==> src/rtl/led_fader_pkg.sv <==
// Shared constants and helpers for the LED fader: default PWM width,
// full-scale level and the optional gamma brightness curve.
package led_fader_pkg;

    localparam int PWM_W_DEF = 8;

    function automatic int unsigned level_max(input int unsigned w);
        return (32'd1 << w) - 32'd1;
    endfunction

    // Squared-brightness curve; full scale is pinned so "fully on" has no PWM gap.
    function automatic int unsigned gamma_map(input int unsigned level, input int unsigned w);
        int unsigned lmax;
        lmax = level_max(w);
        if (level == lmax) begin
            return lmax;
        end
        return (level * level) >> w;
    endfunction

endpackage

==> src/rtl/led_fader_if.sv <==
// Pattern-generator side of the LED fader: request bits in, PWM pins and
// settled flag out.
interface led_fader_if #(
    parameter int N_LED = 4
);
    logic [N_LED-1:0] led_req;
    logic [N_LED-1:0] led_out;
    logic             settled;

    modport master (output led_req, input led_out, input settled);
    modport slave  (input led_req, output led_out, output settled);
endinterface

==> src/rtl/led_fader_channel.sv <==
// One LED channel: saturating brightness ramp stepped by the shared tick and
// a registered PWM compare against the shared counter. Gamma: LED_FADER_GAMMA_EN.
module led_fader_channel
    import led_fader_pkg::*;
#(
    parameter int PWM_W = PWM_W_DEF
) (
    input  logic             clk,
    input  logic             rst,
    input  logic             i_tick,
    input  logic             i_req,
    input  logic [PWM_W-1:0] i_pwm_cnt,
    output logic [PWM_W-1:0] o_level,
    output logic             o_at_target,
    output logic             o_pwm_out
);
    localparam logic [PWM_W-1:0] LEVEL_MAX = PWM_W'(level_max(PWM_W));

    logic [PWM_W-1:0] r_level;
    logic             r_pwm_out;
    logic [PWM_W-1:0] w_lvl_eff;
    logic             w_on;

    // Level stage: one step per tick, saturating at both ends
    always_ff @(posedge clk) begin
        if (rst) begin
            r_level <= '0;
        end else if (i_tick) begin
            if (i_req && (r_level != LEVEL_MAX)) begin
                r_level <= r_level + PWM_W'(1);
            end else if (!i_req && (r_level != '0)) begin
                r_level <= r_level - PWM_W'(1);
            end
        end
    end

    always_comb begin
`ifdef LED_FADER_GAMMA_EN
        w_lvl_eff = PWM_W'(gamma_map(32'(r_level), PWM_W));
`else
        w_lvl_eff = r_level;
`endif
        w_on = (w_lvl_eff == LEVEL_MAX) ? 1'b1 : (i_pwm_cnt < w_lvl_eff);
    end

    // Output stage: registered pin drive
    always_ff @(posedge clk) begin
        if (rst) begin
            r_pwm_out <= 1'b0;
        end else begin
            r_pwm_out <= w_on;
        end
    end

    assign o_level     = r_level;
    assign o_at_target = i_req ? (r_level == LEVEL_MAX) : (r_level == '0);
    assign o_pwm_out   = r_pwm_out;

endmodule

==> src/rtl/led_fader.sv <==
// LED fader top: request register, step divider, shared PWM counter and one
// ramp/PWM channel per LED. Optional gamma curve: LED_FADER_GAMMA_EN.
module led_fader
    import led_fader_pkg::*;
#(
    parameter int PWM_W    = PWM_W_DEF,
    parameter int STEP_DIV = 195,
    parameter int N_LED    = 4
) (
    input  logic        clk,
    input  logic        rst,
    led_fader_if.slave  io_led
);
    localparam int DIV_W = (STEP_DIV > 1) ? $clog2(STEP_DIV) : 1;
    localparam logic [DIV_W-1:0] DIV_LAST = DIV_W'(STEP_DIV - 1);

    logic [N_LED-1:0] r_req_q;
    logic [DIV_W-1:0] r_div_cnt;
    logic [PWM_W-1:0] r_pwm_cnt;
    logic             r_settled;
    logic             w_tick;
    logic [PWM_W-1:0] w_level [N_LED];
    logic [N_LED-1:0] w_at_target;
    logic [N_LED-1:0] w_pwm_out;

    assign w_tick = (r_div_cnt == DIV_LAST);

    // Input stage and timebase: request register, step divider, PWM counter
    always_ff @(posedge clk) begin
        if (rst) begin
            r_req_q   <= '0;
            r_div_cnt <= '0;
            r_pwm_cnt <= '0;
        end else begin
            r_req_q   <= io_led.led_req;
            r_div_cnt <= w_tick ? '0 : r_div_cnt + DIV_W'(1);
            r_pwm_cnt <= r_pwm_cnt + PWM_W'(1);
        end
    end

    for (genvar gi = 0; gi < N_LED; gi++) begin : g_ch
        led_fader_channel #(
            .PWM_W (PWM_W)
        ) u_ch (
            .clk         (clk),
            .rst         (rst),
            .i_tick      (w_tick),
            .i_req       (r_req_q[gi]),
            .i_pwm_cnt   (r_pwm_cnt),
            .o_level     (w_level[gi]),
            .o_at_target (w_at_target[gi]),
            .o_pwm_out   (w_pwm_out[gi])
        );
    end

    // Status stage: settled lags the level registers by one cycle
    always_ff @(posedge clk) begin
        if (rst) begin
            r_settled <= 1'b0;
        end else begin
            r_settled <= &w_at_target;
        end
    end

    assign io_led.led_out = w_pwm_out;
    assign io_led.settled = r_settled;

endmodule

==> src/flat_wrapper.sv <==
// flat-port wrapper written by rule: the top's interface ports become plain ports
module led_fader_flat import led_fader_pkg::*;
#(
    parameter int PWM_W    = PWM_W_DEF,
    parameter int STEP_DIV = 195,
    parameter int N_LED    = 4
)
  (clk, rst, io_led_led_req, io_led_led_out, io_led_settled);
  led_fader_if #(.N_LED(N_LED)) io_led_i ();
  input  logic clk;
  input  logic rst;
  input wire logic [$bits(io_led_i.led_req)-1:0] io_led_led_req;
  output wire logic [$bits(io_led_i.led_out)-1:0] io_led_led_out;
  output wire logic [$bits(io_led_i.settled)-1:0] io_led_settled;
  assign io_led_i.led_req = io_led_led_req;
  assign io_led_led_out = io_led_i.led_out;
  assign io_led_settled = io_led_i.settled;
  led_fader #(.PWM_W(PWM_W), .STEP_DIV(STEP_DIV), .N_LED(N_LED)) u_core (.clk(clk), .rst(rst), .io_led(io_led_i));
endmodule
==> config.mk <==
export PLATFORM = sky130hd
export DESIGN_NAME = led_fader_flat
export DESIGN_NICKNAME = d
export VERILOG_FILES = /design/src/rtl/led_fader_pkg.sv /design/src/rtl/led_fader_if.sv /design/src/rtl/led_fader_channel.sv /design/src/rtl/led_fader.sv /design/src/flat_wrapper.sv
export SDC_FILE = /design/constraint.sdc
export NUM_CORES = 1
export LEC_CHECK = 0
export ABC_AREA = 1
export BUFFER_PORTS_ARGS = -buffer_cell sky130_fd_sc_hd__buf_2
export CORE_UTILIZATION = 41
export DETAILED_ROUTE_END_ITERATION = 10
export SKIP_CTS_REPAIR_TIMING = 1
export SYNTH_ARGS = -nofsm -noshare
export SYNTH_HDL_FRONTEND = slang
export SYNTH_SLANG_ARGS = --single-unit
==> constraint.sdc <==
create_clock -name clk -period 4.05 [get_ports clk]
set_input_delay 0.405 -clock clk [delete_from_list [all_inputs] [get_ports clk]]
set_output_delay 0.405 -clock clk [all_outputs]
set_load 0.02 [all_outputs]
### Yosys cells after proc, flatten, opt, wreduce, memory -nomap -nowiden

Cells that the tools add are included.

* bits in registers: 57
* input bits: 6
* output and inout bits: 5

* $add $sub $neg: 10
* order comparisons: 4
* equal/unequal tests: 9
* muxes and demuxes: 16
* reductions and logical operators: 30

Operator list (count)
* two-way mux 8 bit: 8
* adder 8 x 1 -> 8 bit, second input constant: 6
* == test 8 bit, second input constant: 5
* logical NOT 8 bit: 4
* < comparator 8 bit: 4
* != test 8 bit, second input constant: 4
* nonzero test 8 bit: 4
* subtractor 8 x 1 -> 8 bit, second input constant: 4
* logical AND 1 bit: 8
* two-way mux 1 bit: 8
* AND reduction 2 bit: 4
* nonzero test 2 bit: 4
* logical NOT 1 bit: 4
* AND reduction 4 bit: 1
* OR reduction 2 bit: 1

### Longest topological paths before layout

Gate-level depths: netlist of run 1.

* depth in word-level cells: 4
* gate-level depth with buffers: 14
* gate-level depth less buffers: 14

### Modules after synthesis

Synthesis of run 1 repeated with hierarchy kept, for this count alone.

* cells, all modules: 681
* area total of the unflattened synthesis: 4625.7 µm²

Modules (own cells, without submodules)
* led_fader_channel (u_core.g_ch[2].u_ch ...): times used 2, cells an instance 138, area each 913.4 µm²
* led_fader_channel (u_core.g_ch[1].u_ch): times used 1, cells an instance 141, area each 944.7 µm²
* led_fader_channel (u_core.g_ch[0].u_ch): times used 1, cells an instance 138, area each 939.7 µm²
* led_fader: times used 1, cells an instance 126, area each 914.6 µm²

### Worst setup path before layout of run 1

No wires, ideal clock.

* path kind: register -> register
* from: register u_core.g_ch[3].u_ch.r_level[3]
* to: register u_core.g_ch[3].u_ch.r_level[5]
* data arrival time: 1944 ps
* data required time: 3918 ps
* slack: 1974 ps
* stages on the path, launching flop included: 12
* path through: dfxtp_1 > inv_1 > nor3_1 > nand2_1 > nand2_1 > ha_1 > or2_2 > nand3_1 > nand2_1 > xor2_1 > nand2_1 > a21oi_1

* longest elaborated chain between the ends: 4
* elaborated cells between the ends (all ways): 10

Ends and longest elaborated chain
* start: declaration: RTL line led_fader_channel.sv:19 `logic [PWM_W-1:0] r_level;`
* start signal: assignment: RTL line led_fader_channel.sv:30 `r_level <= r_level + PWM_W'(1);`
* start signal: assignment: RTL line led_fader_channel.sv:32 `r_level <= r_level - PWM_W'(1);`
* branches (longest 4 deep; another with subtractor 8 x 1 -> 8 bit)

Parallel ways; which one is timed is not known. The select of a mux whose other input is x is not followed.
A chain may end at the register's enable or synchronous reset.

### Worst setup path after layout of run 1

Ends and elaborated chain as after synthesis.

==> results of run 1 <==
## area by class of cell
| class | count | share of cell area |
|---|---|---|
| tap | 133 | 0.0360 |
| inverter | 82 | 0.0672 |
| clock inverter | 7 | 0.0206 |
| timing repair buffer | 10 | 0.0108 |
| clock buffer | 9 | 0.0268 |
| multi-input combinational | 461 | 0.591 |
| sequential | 57 | 0.247 |
## power by group through the flow
stage / clock network [mW] / registers [mW] / logic [mW]
finish: 0.602 / 0.583 / 0.116
global route: 0.647 / 0.585 / 0.134
CTS: 0.620 / 0.583 / 0.117
detailed placement: 0 / 0.596 / 0.116
global placement: 0 / 0.596 / 0.115
floorplan: 0 / 0.593 / 0.0960
## worst reg2reg max path, cell delays in order (launching register included)
cell     delay [ns]
dfxtp_1        0.38
inv_1          0.10
nor3_1         0.25
nand2_1        0.13
nand2_1        0.30
ha_1           0.34
or2_2          0.31
nand3_1        0.09
nand2_1        0.06
xor2_1         0.14
nand2_1        0.06
a21oi_1        0.05
## worst paths after layout
check,slack [ns],end,cells past startpoint,from
worst max register to register,1.71,u_core.g_ch[3].u_ch.o_level[5],11,u_core.g_ch[3].u_ch.o_level[3]
worst min-delay path,0.26,u_core.r_req_q[0],3,io_led_led_req[0]
worst min register to register,0.48,u_core.r_div_cnt[0],1,u_core.r_div_cnt[0]
worst max-delay path,1.71,u_core.g_ch[3].u_ch.o_level[5],11,u_core.g_ch[3].u_ch.o_level[3]
## metrics by stage
stage                     instances   util
final                           759  0.468
after CTS                       759  0.468
after global placement          743  0.446
after global routing            759  0.468
after floorplan                 609      -
after detailed placement        743  0.446
## cell usage after synthesis, drive strengths merged (4+ instances only)
cell type | n | share of area
inv | 82 | 0.073
o21ai | 14 | 0.017
a211oi | 4 | 0.0071
nand4 | 11 | 0.020
or2 | 4 | 0.0059
clkbuf | 5 | 0.0044
fa | 4 | 0.019
buf | 4 | 0.0071
a21oi | 55 | 0.065
dfxtp | 57 | 0.27
xnor2 | 6 | 0.012
ha | 57 | 0.17
nand3 | 35 | 0.054
nor2 | 62 | 0.059
xor2 | 19 | 0.039
nand2 | 178 | 0.16
## flip-flops by register name (all words and copies together) (netlist names)
name / flops
u_core.g_ch.u_ch.o_level: 32
u_core.g_ch.u_ch.o_pwm_out: 4
u_core.io_led.settled: 1
u_core.r_div_cnt: 8
u_core.r_pwm_cnt: 8
u_core.r_req_q: 4
## kinds of logic after synthesis
family,count (synthesis),share of synthesized area
adder cells (fa/ha/maj),61,0.188
flip-flops,57,0.270
buffers and inverters,91,0.0849
AO/OA/AOI/OAI,78,0.0973
AND/OR/NAND/NOR,297,0.309
XOR/XNOR,25,0.0518
## metal layers
metal,track usage,up-vias,part of all wire
met1,0.220,1663,0.51
met5,0,-,0
met4,0.0652,0,0.015
li1,-,1992,-
met2,0.283,44,0.45
met3,0.0271,10,0.030
==> impl_metrics.toml, run 1 <==
[detailed_routing]
drtIter0Drc = 170
routed_via_density = 4.89
drc_errors = 0
antenna_left = 0
wl_per_cell_microns = 11.5
wl_microns = 8740
dr.pass1.iters = 4
vias = 3709

[logic_synthesis]
ys_ff_latch = 57
synth-edff-count = 0
synth-async-reset-ratio = 0
avgSynthCellArea_sq_um = 6.95
ys_seq_area_frac = 0.270
mappedNetlistArea_sq_um = 4230
ys.flop_type = "dfxtp_1"
synthCells = 609
synth_warnings = 0
syn_nets = 676
synth_cell_types = 31

[setup_path]
cp_max_fo = 10
cp_common_cell = "nand2_1"
crit_path_cell_trace = "inv_1 > nor3_1 > nand2_1 > nand2_1 > ha_1 > or2_2 > nand3_1 > nand2_1 > xor2_1 > nand2_1 > a21oi_1"
end_kind = "flop"
timing_worst_setup_path_type = "reg -> reg"
critPathLaunchType = "flop"
crit_buf_inv = 1
crit_path_max_incr_delay_ns = 0.38
cp.arrival_ns = 2.53
cp.required_ns = 4.24
path_delay_family = "simple AND/OR/NAND/NOR gates"
cp_slowest_cell = "dfxtp_1"

[sta]
skew_ns = 0.0113
setup_tns_ns = 0
hold_viol_final = 0
fmax_mhz = 428
fin_ws_ns = 1.71
maxSlewHeadroom = 0.465
slew_violations = 0
worst_pin_slew_ns = 0.802
setup_viol = 0
period_needed_ns = 2.34
whs_ns = 0.257
finalCritPeriodShare = 0.577
rsz0062_at_grt = "no"

[floorplanning]
die_w_microns = 104
die_y_microns = 104
die_area_sq_um = 10700
row_count = 36
core_sq_um = 9860
start_util = 0.429
num_io_pins = 11

[power_and_ir_drop]
seq_power_share = 0.448
p_int_mw = 0.961
pwr-share-clk = 0.463
switching_share = 0.261
power.total_mw = 1.30
peakVddDrop_uv = 152
p_per_area_nw_per_um2 = 282
switchingPower_mw = 0.340
comb_power_share = 0.089
p_leak_nw = 2.17

[flow_run]
cap_violations = 0

[placement]
postPlaceCellArea_sq_um = 4400
dp_hpwl_microns = 6510
gp_congestion = 0.806
portBuffers = 10
dp_slack_ns = 1.71

[cells_and_area]
mostFrequentLayoutCells = "nand2_1 (177), inv_1 (78), nor2_1 (60)"
multi_input_area_sq_um = 2730
final_area_sq_um = 4620
ff_latch_area_sq_um = 1140
final_common_cell = "nand2_1"
area_delta_synth_final_pct = 9.14
layout.nets = 688
fillers = 1004
n_antenna_cell = 0
drive_above_1_share = 0.0687

[clock_network]
clock-sinks = 57
worstSkewPairLatency_ns = 0.35
tritoncts = "built"
cts_htree_levels = 3
cts_made_buffers = 9
clk_pin_slew_worst_paths_ns = 0.07
clockBufferDepth = 2
cts_root_buffer = "clkbuf_8"

[global_routing]
overflow = 0
antenna_found_initial = 0
grt_pass1_vias = 3362
grt_max_degree = 40
grt_usage = 0.170
grt_pass1_wl_microns = 15000

[min_path]
hold_class = "in -> reg"

[run_status]
status = "complete, no violations"
No activity file was read; power rests on OpenSTA's default activity.
==> run 2: changes to the inputs <==
- ABC_AREA: 1 -> 0
- clock period: 4.05 -> 2.18 ns (I/O delays scaled with it)
==> impl_metrics.toml, run 2 <==
[run_status]
status = "finished, violations left"
violations = "negative setup slack"

[sta]
setup_viol = 5
rsz0062_at_grt = "yes"
maxSlewHeadroom = 0.657
fin_ws_ns = -0.170
slew_violations = 0
worst_pin_slew_ns = 0.512
hold_viol_final = 0
finalCritPeriodShare = 1.08
setup_tns_ns = -0.428
period_needed_ns = 2.35
fmax_mhz = 425
skew_ns = 0.00986

[placement]
gp_congestion = 0.807
dp_slack_ns = -0.187
dp_hpwl_microns = 7220
portBuffers = 10
postPlaceCellArea_sq_um = 5170

[floorplanning]
core_sq_um = 9820
die_w_microns = 103
die_area_sq_um = 10600
row_count = 36
die_y_microns = 103
start_util = 0.425
num_io_pins = 11

[flow_run]
cap_violations = 0

[global_routing]
grt_pass1_vias = 3571
grt_max_degree = 62
grt_use_met2 = 0.348
use_met3 = 0.0454
grt_pass1_wl_microns = 16200
grt.met1_usage = 0.240
grt-busiest-layer = "met2"
antenna_found_initial = 0
grt_usage = 0.197
overflow = 0

[power_and_ir_drop]
comb_power_share = 0.129
p_leak_nw = 2.35
switchingPower_mw = 0.572
switching_share = 0.242
p_int_mw = 1.79
seq_power_share = 0.454
peakVddDrop_uv = 364
p_per_area_nw_per_um2 = 416
power.total_mw = 2.37
pwr-share-clk = 0.417

[cells_and_area]
mostFrequentLayoutCells = "buf_4 (78), nor2_1 (58), ha_1 (41)"
area_delta_synth_final_pct = 36.5
fillers = 898
final_common_cell = "buf_4"
n_antenna_cell = 0
largest_register_ffs = 32
drive_above_1_share = 0.336
final_area_sq_um = 5690
layout.nets = 642

[setup_path]
timing_worst_setup_path_type = "reg -> reg"
cp_max_fo = 5
end_kind = "flop"
cp.required_ns = 2.40
crit_buf_inv = 1
path_delay_family = "compound AO/OA/AOI/OAI gates"
critPathLaunchType = "flop"
reg2reg_setup_slack_ns = -0.17
crit_path_max_incr_delay_ns = 0.34
cp_slowest_cell = "mux2_1"
cp.arrival_ns = 2.57
crit_path_cell_trace = "nand4_1 > o21ai_4 > buf_12 > ha_4 > a211oi_2 > o211ai_1 > a21oi_2 > mux2i_1 > mux2_1"

[clock_network]
worstSkewPairLatency_ns = 0.34
tritoncts = "built"
cts_root_buffer = "clkbuf_8"
clockBufferDepth = 2
cts_htree_levels = 3
cts_made_buffers = 9
clock-sinks = 57
clk_pin_slew_worst_paths_ns = 0.06

[logic_synthesis]
synth-async-reset-ratio = 0
synth-edff-count = 0
mappedNetlistArea_sq_um = 4170
synth_area_leaders = "dfxtp_1 (27%), ha_1 (17%), nor2_1 (5.4%)"
ys_ff_latch = 57
ys_seq_area_frac = 0.274
syn_nets = 546
ys.flop_type = "dfxtp_1"
yosysMostFrequentCell = "nor2_1"
avgSynthCellArea_sq_um = 8.71
synth_top_cell_by_area = "dfxtp_1"
netlist.area_leader.share = 0.274
synth_common_cells = "nor2_1 (60), dfxtp_1 (57), ha_1 (57)"
synth_cell_types = 48
synth_warnings = 0
synthCells = 479

[detailed_routing]
wl_microns = 9750
drtIter0Drc = 94
dr.pass1.iters = 4
vias = 3744
drc_errors = 0
wl_per_cell_microns = 13.7
routed_via_density = 5.25
antenna_left = 0

[min_path]
hold_class = "in -> reg"
## run 2: changes by cell type after synthesis, moves of 10 or more
cell,previous run,this run
mux2i_1,0,17
nand2b_1,0,10
a21oi_1,55,28
nand2_1,177,7
inv_1,78,37
a21o_1,2,20
xnor2_1,6,17
a211oi_1,4,19
nand3_1,30,8
nor3_1,3,15
## run 2: cell families after synthesis
family,after synthesis,share of synthesized area
adders and majority gates,61,0.190
muxes,23,0.0579
DFF,57,0.274
buffers and inverters,49,0.0495
and+or+nand+nor,152,0.193
AOI/OAI and AO/OA,108,0.175
xor gates and xnor gates,29,0.0609
## run 2: final timing paths
path / start / endpoint / depth (start not counted)
setup / recovery: u_core.g_ch[1].u_ch.o_level[6] / u_core.g_ch[1].u_ch.o_level[7] / 9
hold / removal: io_led_led_req[3] / u_core.r_req_q[3] / 2
setup reg to reg: u_core.g_ch[1].u_ch.o_level[6] / u_core.g_ch[1].u_ch.o_level[7] / 9
hold reg to reg: u_core.r_div_cnt[0] / u_core.r_div_cnt[0] / 1
## run 2: worst reg2reg max path: cells and delay by family, from the launching register on
| kind | cells | cell delay [ns] |
|---|---|---|
| muxes | 2 | 0.57 |
| adders and majority gates | 1 | 0.20 |
| and+or+nand+nor | 1 | 0.20 |
| AOI/OAI and AO/OA | 4 | 0.79 |
| DFF | 1 | 0.33 |
| buffers and inverters | 1 | 0.15 |
## run 2: layer usage
metal  wire length [microns]  vias to the layer above
met5                       0                        -
met4                      78                        0
met3                     245                        9
met2                    4840                       35
met1                    4590                     1775
li1                        -                     1925
## run 2: final cells by class
type,instances,area [sq um],area share
Sequential cell,57,1200,0.210
Inverter,37,139,0.0244
Clock inverter,3,38.8,0.00682
Clock buffer,13,159,0.0279
Tap cell,133,166,0.0292
Multi-Input combinational cell,373,3200,0.563
Timing Repair Buffer,97,790,0.139
## run 2: per-stage QoR
stage | cells | hold WS, ns | util
floorplan | 479 | 0.346 | -
global placement | 687 | 0.424 | 0.527
detailed placement | 687 | 0.433 | 0.527
CTS | 703 | 0.0724 | 0.547
global route | 713 | 0.0920 | 0.580
finish | 713 | 0.0846 | 0.580
## run 2: power by group through the flow
| stage | registers (mW) | clock network [mW] | logic [mW] |
|---|---|---|---|
| after floorplan | 1.09 | 0 | 0.193 |
| after global placement | 1.10 | 0 | 0.261 |
| after detailed placement | 1.10 | 0 | 0.268 |
| after CTS | 1.07 | 1.02 | 0.271 |
| after global routing | 1.08 | 1.07 | 0.339 |
| final | 1.08 | 0.986 | 0.305 |
